`config.mk`:
```
export PLATFORM = sky130hd
export DESIGN_NAME = mux_scan_n
export DESIGN_NICKNAME = d
export VERILOG_FILES = /design/src/rtl/mux_scan_n.sv
export SDC_FILE = /design/constraint.sdc
export NUM_CORES = 1
export LEC_CHECK = 0
export CAP_MARGIN = 20
export CORE_MARGIN = 2
export CORE_UTILIZATION = 54
export DETAILED_ROUTE_END_ITERATION = 12
export HOLD_SLACK_MARGIN = 0.03
export PLACE_DENSITY_LB_ADDON = 0.08
export SLEW_MARGIN = 20
export SYNTH_ARGS = -nofsm -noshare
export SYNTH_HDL_FRONTEND = slang
export SYNTH_SLANG_ARGS = --single-unit
```
`constraint.sdc`:
```
create_clock -name clk -period 6.82 [get_ports clk]
set_clock_uncertainty 0.2 [all_clocks]
set_input_delay 1.364 -clock clk [delete_from_list [all_inputs] [get_ports clk]]
set_output_delay 1.364 -clock clk [all_outputs]
set_load 0.01 [all_outputs]
```
`src/rtl/mux_scan_n.sv`:
```
// mux_scan_n: registered N-channel, W-bit multiplexer with a valid/ready
// output stage. Manual mode selects from the sel port; scan mode
// round-robins an internal pointer over the channels enabled in mask.
module mux_scan_n #(
  parameter int N     = 32,
  parameter int W     = 1,
  parameter int SEL_W = $clog2(N)
) (
  input  logic             clk,
  input  logic             rst,
  input  logic             ena,
  input  logic [N*W-1:0]   in,
  input  logic [SEL_W-1:0] sel,
  input  logic             mode,
  input  logic [N-1:0]     mask,
  output logic [W-1:0]     out,
  output logic [SEL_W-1:0] out_ch,
  output logic             out_valid,
  input  logic             out_ready,
  output logic             last,
  output logic             err
);

  typedef enum logic {EMPTY = 1'b0, FULL = 1'b1} state_t;

  state_t              state, state_nxt;
  logic [N-1:0][W-1:0] ch;
  logic [SEL_W-1:0]    ptr;

  logic                scan_hit;
  logic                scan_last;
  logic [SEL_W-1:0]    scan_k;
  logic [SEL_W-1:0]    ptr_nxt;

  logic                man_ok;
  logic [W-1:0]        man_d;

  logic                cap;
  logic [W-1:0]        d_nxt;
  logic [SEL_W-1:0]    ch_nxt;
  logic                last_nxt;
  logic                err_nxt;

  // Channel k lives at in[k*W +: W]; the packed view lets us index by channel.
  assign ch = in;

  // Rotate-priority search: first enabled channel at or after ptr (mod N),
  // plus the highest enabled channel so the end of a pass can be flagged.
  always_comb begin
    int j, k, hi;
    scan_hit = 1'b0;
    j  = 0;
    k  = 0;
    hi = 0;
    for (int i = 0; i < N; i++) begin
      j = int'(ptr) + i;
      if (j >= N) j = j - N;
      if (!scan_hit && mask[SEL_W'(j)]) begin
        scan_hit = 1'b1;
        k        = j;
      end
      if (mask[SEL_W'(i)]) hi = i;
    end
    scan_k    = SEL_W'(k);
    scan_last = (k == hi);
    ptr_nxt   = (k == N - 1) ? '0 : SEL_W'(k + 1);
  end

  // Manual select; out-of-range sel (only possible for non power-of-2 N)
  // yields zero data and raises err.
  always_comb begin
    man_ok = (int'(sel) < N);
    man_d  = man_ok ? ch[sel] : '0;
  end

  // Capture decision and the sample that would be loaded this edge.
  // An empty mask in scan mode behaves as if ena were low.
  always_comb begin
    cap      = ena & (~out_valid | out_ready) & (~mode | scan_hit);
    d_nxt    = man_d;
    ch_nxt   = sel;
    last_nxt = 1'b0;
    err_nxt  = ~man_ok;
    if (mode) begin
      d_nxt    = ch[scan_k];
      ch_nxt   = scan_k;
      last_nxt = scan_last;
      err_nxt  = 1'b0;
    end
  end

  // Output-stage occupancy state register.
  always_ff @(posedge clk) begin
    if (rst) state <= EMPTY;
    else     state <= state_nxt;
  end

  // Occupancy next-state: fill on capture, drain on accept without refill.
  always_comb begin
    state_nxt = state;
    case (state)
      EMPTY:   if (cap) state_nxt = FULL;
      FULL:    if (cap) state_nxt = FULL;
               else if (out_ready) state_nxt = EMPTY;
      default: state_nxt = EMPTY;
    endcase
  end

  assign out_valid = (state == FULL);

  // Sample registers and scan pointer; everything holds unless a capture
  // occurs, so a stalled sample is never overwritten. Manual captures leave
  // ptr alone so scanning resumes where it left off.
  always_ff @(posedge clk) begin
    if (rst) begin
      out    <= '0;
      out_ch <= '0;
      last   <= 1'b0;
      err    <= 1'b0;
      ptr    <= '0;
    end else if (cap) begin
      out    <= d_nxt;
      out_ch <= ch_nxt;
      last   <= last_nxt;
      err    <= err_nxt;
      if (mode) ptr <= ptr_nxt;
    end
  end

endmodule
```
==> run metrics, run 1 <==
WL final=around 31 mm; Crit-path slowest cell=a2111oi_1; pin count of the biggest net entering global routing=38; Ys Warns=0; HPWL Detailed=between 20 and 25 mm; Period minus WS final=6.81 ns; vias per cell=7.60; top post-synthesis cells by area=mux4_2 28%, mux2i_1 11%, nand2_1 3.8%; PnR worst setup slack=around 0.01 ns; Hold WC Path Type=register to register; Clock Pin Slew Worst Setup and Hold Paths=0.05 ns; Initial DRT Pass Iterations=5; slew margin rel.=about two fifths; Post-Syn Instances=approximately 830; pre-CTS setup slack=-0.0236 ns; CP required=6.79 ns; data arrival time of the worst path=approximately 6.8 ns; DRC=0; routed vias=8501; leading area contributor after synthesis=mux4_2; WP buf/inv=5; Setup crit end kind=register; CP max stage delay=around 0.65 ns; Lkg Pwr=~3.2 nW; CP startpoint kind=primary input; Max clock buf depth=2; synth unique cells=just under 90; layout net count=approximately 1000; CP delay by family, top=multiplexers; area of the core=roughly 13000 sq um; share of layout cells above drive strength 1=about a quarter; CTS root buf=clkbuf_16; critical path class=primary input to register; post-synthesis sequential area ratio=under 10%; vias in the first global route=8028; Hold-fix buffers, CTS=0; hold slack=0.263 ns; Async SR Flop Fraction=0%; top_reg_cell synth=dfxtp_1; Max VDD drop=between 0.2 and 0.3 mV; full die area=14300 sq um; Syn Nets=922; Max Clk Rate=approximately 150 MHz; # IOs=83; Final Hold Vio Count=0; Slew Viols, Final=0; CTS Buf Count=3; PortBufs=between 80 and 90; TritonCTS clock tree=yes; GRT Util Overall=roughly 42%; synthesized cell area=between 7000 and 8000 sq um; # rows=42; RePlAce Congestion=around 1.1; Avg Cell Area, Syn=about 8.7 sq um; Area Overhead vs Synth=21.2%; final setup fails=0; cells along the critical path=clkdlybuf4s50_1, mux4_2, mux4_2, mux2i_1, buf_4, o21ai_0, a2111oi_1, buf_4, nor4bb_1, nand3_1, nor3_1, a22o_1, buf_12, inv_1, ha_1, nor2b_2, a41oi_1, a22oi_1, nor2_1; total chip power=about 0.005 W; die span in x=roughly 120 um; Crit Path Max Fanout=11; TritonCTS Sinks=13; Starting Density=a little over half; initial antenna violation count=0; max_cap viols=0; Post-DRT Antenna Nets=0; worst skew pair latency=roughly 0.25 ns; DR iter-0 viols=around 1500; drt wl/cell=27.7 um; ANT cells=0; H-tree levels=1; status=finished clean; Post-synth EDFFs=0; FF+latch count, synth=13; final period utilization=roughly 100%; total overflow reported by the global router=0; worst-margin pin slew=a little over 0.9 ns; first-pass GRT wire length=between 40 and 50 mm; Die Y=about 120 um; Yosys top cell area share=between 20% and 30%; Power Density=roughly 570 nW/um^2; post-CTS setup buffers=0
## cells by family after synthesis
kind of cell             after synthesis  share of synthesized area, %
AO/OA/AOI/OAI                        198                          19.1
XOR/XNOR                              29                          3.73
adder cells (fa/ha/maj)               14                          2.43
buffers and inverters                 91                          5.82
flip-flops                            13                          3.60
multiplexers                         193                          43.2
other                                  1                        0.0519
AND/OR/NAND/NOR                      295                          22.1
## routing by layer
layer,up-vias,global-route usage [%],wire [um]
met5,-,0,0
met1,4047,55.8,11300
li1,3538,-,-
met3,162,7.22,3710
met4,0,24.0,2200
met2,754,65.8,13700
## registers in the layout, summed over array words and instances (netlist names)
register and count:
last 1, out 1, out_ch 5, out_valid 1, ptr 5
## metrics by stage
stage | std cells | area (sq um) | setup TNS, ns | utilization, %
floorplan | 834 | 7220 | 0 | -
global placement | 1114 | 8620 | 0 | 65.6
detailed placement | 1114 | 8620 | -0.0352 | 65.6
CTS | 1118 | 8700 | 0 | 66.3
global route | 1118 | 8750 | -0.0674 | 66.6
finish | 1118 | 8750 | 0 | 66.6
## cell usage in the layout (no fill, tap or decap), drive strengths merged, types with 8 or more instances in the layout
master         synthesis  layout
mux4                  90      90
nand3                 24      24
dfxtp                 13      13
nand2b                10      10
a22oi                 10      10
o21ai                 35      35
and3                   8       8
nand4                 12      12
nand2                 74      74
nor3                  31      31
a211oi                14      14
nor2b                 19      19
clkdlybuf4s50          0      81
ha                    14      14
nor2                  60      60
buf                   32      85
nor4                   9       9
a21oi                 50      50
and2                  12      12
mux2i                 85      85
inv                   29      29
mux2                  18      18
o211ai                11      11
xnor2                 23      23
## worst reg2reg max path, delay by kind of cell (launching register included)
family	cells	cell delay (ns)
AOI/OAI and AO/OA	5	1.44
and+or+nand+nor	5	0.99
DFF	1	0.53
muxes	3	1.31
adders and majority gates	2	0.82
buffers and inverters	6	1.28
## where the power goes
group	internal (W)	total, W	switching (W)	leakage, nW
registers	0.0000920	0.000120	0.0000278	0.107
clock network	0.0000782	0.000113	0.0000353	0.0409
logic	0.00196	0.00475	0.00278	3.08
total	0.00213	0.00498	0.00285	3.23
## Yosys cell counts (all sizes together) (5+ instances only)
| cell | count |
|---|---|
| a21oi | 50 |
| or3 | 5 |
| clkbuf | 30 |
| o21ai | 35 |
| o2111ai | 6 |
| nor3b | 6 |
| nand3 | 24 |
| or2 | 6 |
| xnor2 | 23 |
| mux4 | 90 |
| ha | 14 |
| nand4 | 12 |
| buf | 32 |
| a2111oi | 7 |
| xor2 | 6 |
| o211ai | 11 |
| nor3 | 31 |
| a211oi | 14 |
| o22ai | 5 |
| nor4 | 9 |
| nand2b | 10 |
| nor2b | 19 |
| o32ai | 5 |
| a221oi | 7 |
| inv | 29 |
| nand2 | 74 |
| mux2 | 18 |
| nor2 | 60 |
| dfxtp | 13 |
| mux2i | 85 |
| and3 | 8 |
| and2 | 12 |
| a22oi | 10 |
## final timing paths
check / cells past startpoint / end / startpoint / slack [ns]
worst min register to register: 2 / out_ch[1] / out_ch[1] / 0.26
worst max-delay path: 19 / ptr[0] / mask[10] / 0.01
worst min-delay path: 2 / out_ch[1] / out_ch[1] / 0.26
worst max register to register: 21 / ptr[0] / ptr[1] / 0.15
## final cells by class
class | count | area, sq um
clock buffer | 3 | 75.1
clock inverter | 1 | 5.00
fill | 1063 | 4390
inverter | 29 | 109
multi-input combinational | 730 | 6590
sequential | 13 | 263
tap | 176 | 220
timing repair buffer | 166 | 1490
## timing repair
| action | 4_1_cts | 5_1_grt |
|---|---|---|
| endpoints found under the hold margin | 0 | 0 |
| endpoints found under the setup margin | 0 | 6 |
| gates resized for setup | 0 | 9 |
Power figures use the tool's default switching activity.
==> run 2: changes to the inputs <==
Settings changed: SLEW_MARGIN 20 to 25.
==> results of run 2 <==
No change in the layout: final DEF, timing and power equal those of run 1.
==> run 3: changes to the inputs <==
Settings changed: CELL_PAD_IN_SITES_DETAIL_PLACEMENT set to 0, CELL_PAD_IN_SITES_GLOBAL_PLACEMENT set to 1, CORE_UTILIZATION 54 to 41.
==> run 3 against run 2 <==
Clock power decreased by 4%. Utilization shrank 15 points. Cell area increased by 2.6%. Critical path type unchanged. Setup slack better by 0.20 ns. Die area up 31%. Register-to-register slack improved by 0.30 ns. Global-route usage down 8.7 points. Combinational power fell by 2%. Non-clock buffer count grew 25. First-iteration DRC count is 45% lower. Worst hold slack worse by 0.0090 ns. Routed wire length rose by 0.28%.
==> run metrics, run 3 (synthesized netlist as in run 1, its figures left out) <==
RePlAce Congestion=1.01 (-9.7%); Final Hold Vio Count=0 (unchanged); worst reg2reg setup slack=0.45 ns (+0.30 ns); total overflow reported by the global router=0 (unchanged); max_cap viols=0 (unchanged); H-tree levels=1 (unchanged); unrepaired setup endpoints after global routing=no; most common cell after layout, fill and taps aside=buf_4; clock power share=2.2% (about the same); drt wl/cell=26.1 um (-5.9%); final setup fails=0 (unchanged); WL final=31.1 mm (+0.28%); routed vias=8064 (-5.1%); Fin Setup TNS=0 ns (unchanged); CTS root buf=clkbuf_16; Hold WC Path Type=register to register; Crit-path slowest cell=or4_4; data arrival time of the worst path=6.51 ns (-0.27 ns); ANT cells=0 (unchanged); worst reg2reg path depth=18 (-14%); status=finished clean; PortBufs=81 (unchanged); Lkg Pwr=3.33 nW (+3.0%); reg2reg end=out; worst-margin pin slew=1.14 ns (+0.232 ns); CP max stage delay=0.58 ns (-0.07 ns); worst skew pair latency=0.24 ns (about the same); DR iter-0 viols=847 (-45%); TritonCTS clock tree=yes; hold path depth=2 (unchanged); share of power burned in registers=2.2% (-0.2 points); cell count after placement=1187 (+6.6%); Max VDD drop=0.223 mV (-22%); Setup crit end kind=register; commonest non-fill, non-tap cells in the layout=109 x buf_4, 90 x mux4_2, 81 x clkdlybuf4s50_1, 80 x mux2i_1, 73 x nand2_1; vias per cell=6.77 (-11%); CP required=6.71 ns (-0.08 ns); P_int=0.00212 W (-0.81%); Period minus WS final=6.61 ns (-0.196 ns); Crit path depth=18 (-1); WP buf/inv=3 (-2); area of the core=17200 sq um (+31%); CP delay by family, top=multiplexers; Psw=0.00276 W (-3.2%); Slew Viols, Final=0 (unchanged); Area Overhead vs Synth=24.3%; Max clock buf depth=2 (unchanged); cells along the critical path=clkdlybuf4s50_1, buf_4, mux4_2, mux4_2, mux2i_2, nor2b_1, nand3_2, a2111o_1, o2111ai_1, a21oi_1, or4_4, a21oi_4, buf_12, mux2i_1, mux2i_1, mux2_2, a211oi_1, a221oi_1; Non-Filler Instances=1192 (+6.6%); first-pass GRT wire length=47.2 mm (+0.72%); worst reg2reg path startpoint=ptr[2]; PnR worst setup slack=0.206 ns (+0.196 ns); DRC=0 (unchanged); initial antenna violation count=0 (unchanged); critical path class=primary input to register; CTS Buf Count=3 (unchanged); Clock Pin Slew Worst Setup and Hold Paths=0.04 ns (about the same); # IOs=83 (unchanged); Starting Density=41.9% (-13 points); slew margin rel.=23.3% (-16 points); Max Clk Rate=151 MHz (+3.0%); hold_sp=last; Hold-fix buffers, CTS=0 (unchanged); HPWL Detailed=25.7 mm (+5.5%); Power Density=543 nW/um^2 (-4.6%); die span in x=137 um (+14%); final period utilization=97.0% (-2.9 points); vias in the first global route=7851 (-2.2%); Post-DRT Antenna Nets=0 (unchanged); layout net count=1056 (+2.4%); pre-CTS setup slack=0.00576 ns (+0.0294 ns); hold slack=0.254 ns (-0.00895 ns); TritonCTS Sinks=13 (unchanged); # rows=48 (+14%); Initial DRT Pass Iterations=5 (unchanged); pin count of the biggest net entering global routing=50 (+32%); Worst Hold Path EP=last; Comb pwr share=95.6% (+0.3 points); GRT Util Overall=33.6% (-8.7 points); Top Registers=out_ch (5), ptr (5); Die Y=137 um (+14%); Crit Path Max Fanout=26 (+15); full die area=18700 sq um (+31%); switch share=56.6% (-0.60 points); CP startpoint kind=primary input; share of layout cells above drive strength 1=26.5% (+1.7 points)
[run 3: through the flow]
stage / utilization (%) / total power, W / instance area [sq um]
after floorplan: - / 0.00305 / 7220
after global placement: 51.2 / 0.00459 / 8830
after detailed placement: 51.2 / 0.00461 / 8830
after CTS: 51.7 / 0.00473 / 8910
after global routing: 52.1 / 0.00516 / 8970
final: 52.1 / 0.00487 / 8970
[run 3: worst reg2reg max path, cell delays in order, from the launching register on]
cell,delay (ns)
dfxtp_1,0.44
inv_1,0.19
ha_1,0.94
mux4_2,0.60
and2_1,0.17
a21oi_1,0.33
mux4_2,0.37
nand2_2,0.16
or3_1,0.43
o22ai_1,0.30
a21oi_1,0.17
or4_4,0.58
a21oi_4,0.19
buf_12,0.20
mux2i_1,0.25
mux2i_1,0.09
mux2_2,0.27
a211oi_1,0.25
a221oi_1,0.10
[run 3: worst max-delay path by stage]
stage,slack (ns),startpoint,endpoint
6_report,0.21,mask[4],out
3_5_place_dp,0.006,mask[4],out
4_1_cts,0.25,mask[4],out
5_1_grt,0.004,mask[4],out
2_1_floorplan,0.09,ptr[1],ptr[4]
3_3_place_gp,0.008,mask[4],out
[run 3: timing repair]
action,4_1_cts,5_1_grt
setup endpoints to repair,0,6
setup buffers,0,1
gates resized for setup,0,10
hold endpoints to repair,0,0
[run 3: area by class of cell]
cell class | count | area [sq um]
fill | 1617 | 8260
multi-input combinational | 730 | 6590
timing repair buffer | 191 | 1650
tap | 225 | 282
sequential | 13 | 263
inverter | 29 | 109
clock buffer | 4 | 78.8
[run 3: per-layer routing]
| metal | GRT usage (%) | vias to the layer above | wire length (um) |
|---|---|---|---|
| met5 | 0 | - | 0 |
| met4 | 17.5 | 0 | 1920 |
| met3 | 6.04 | 93 | 2750 |
| met2 | 54.0 | 472 | 14400 |
| met1 | 43.0 | 3913 | 12000 |
| li1 | - | 3586 | - |
[run 3: power by group through the flow]
stage / Combinational, W / Clock (W) / Sequential, W
finish: 0.00466 / 0.000109 / 0.000105
global placement: 0.00449 / 0 / 0.000108
CTS: 0.00451 / 0.000111 / 0.000106
detailed placement: 0.00450 / 0 / 0.000107
global route: 0.00494 / 0.000116 / 0.000108
floorplan: 0.00295 / 0 / 0.000106
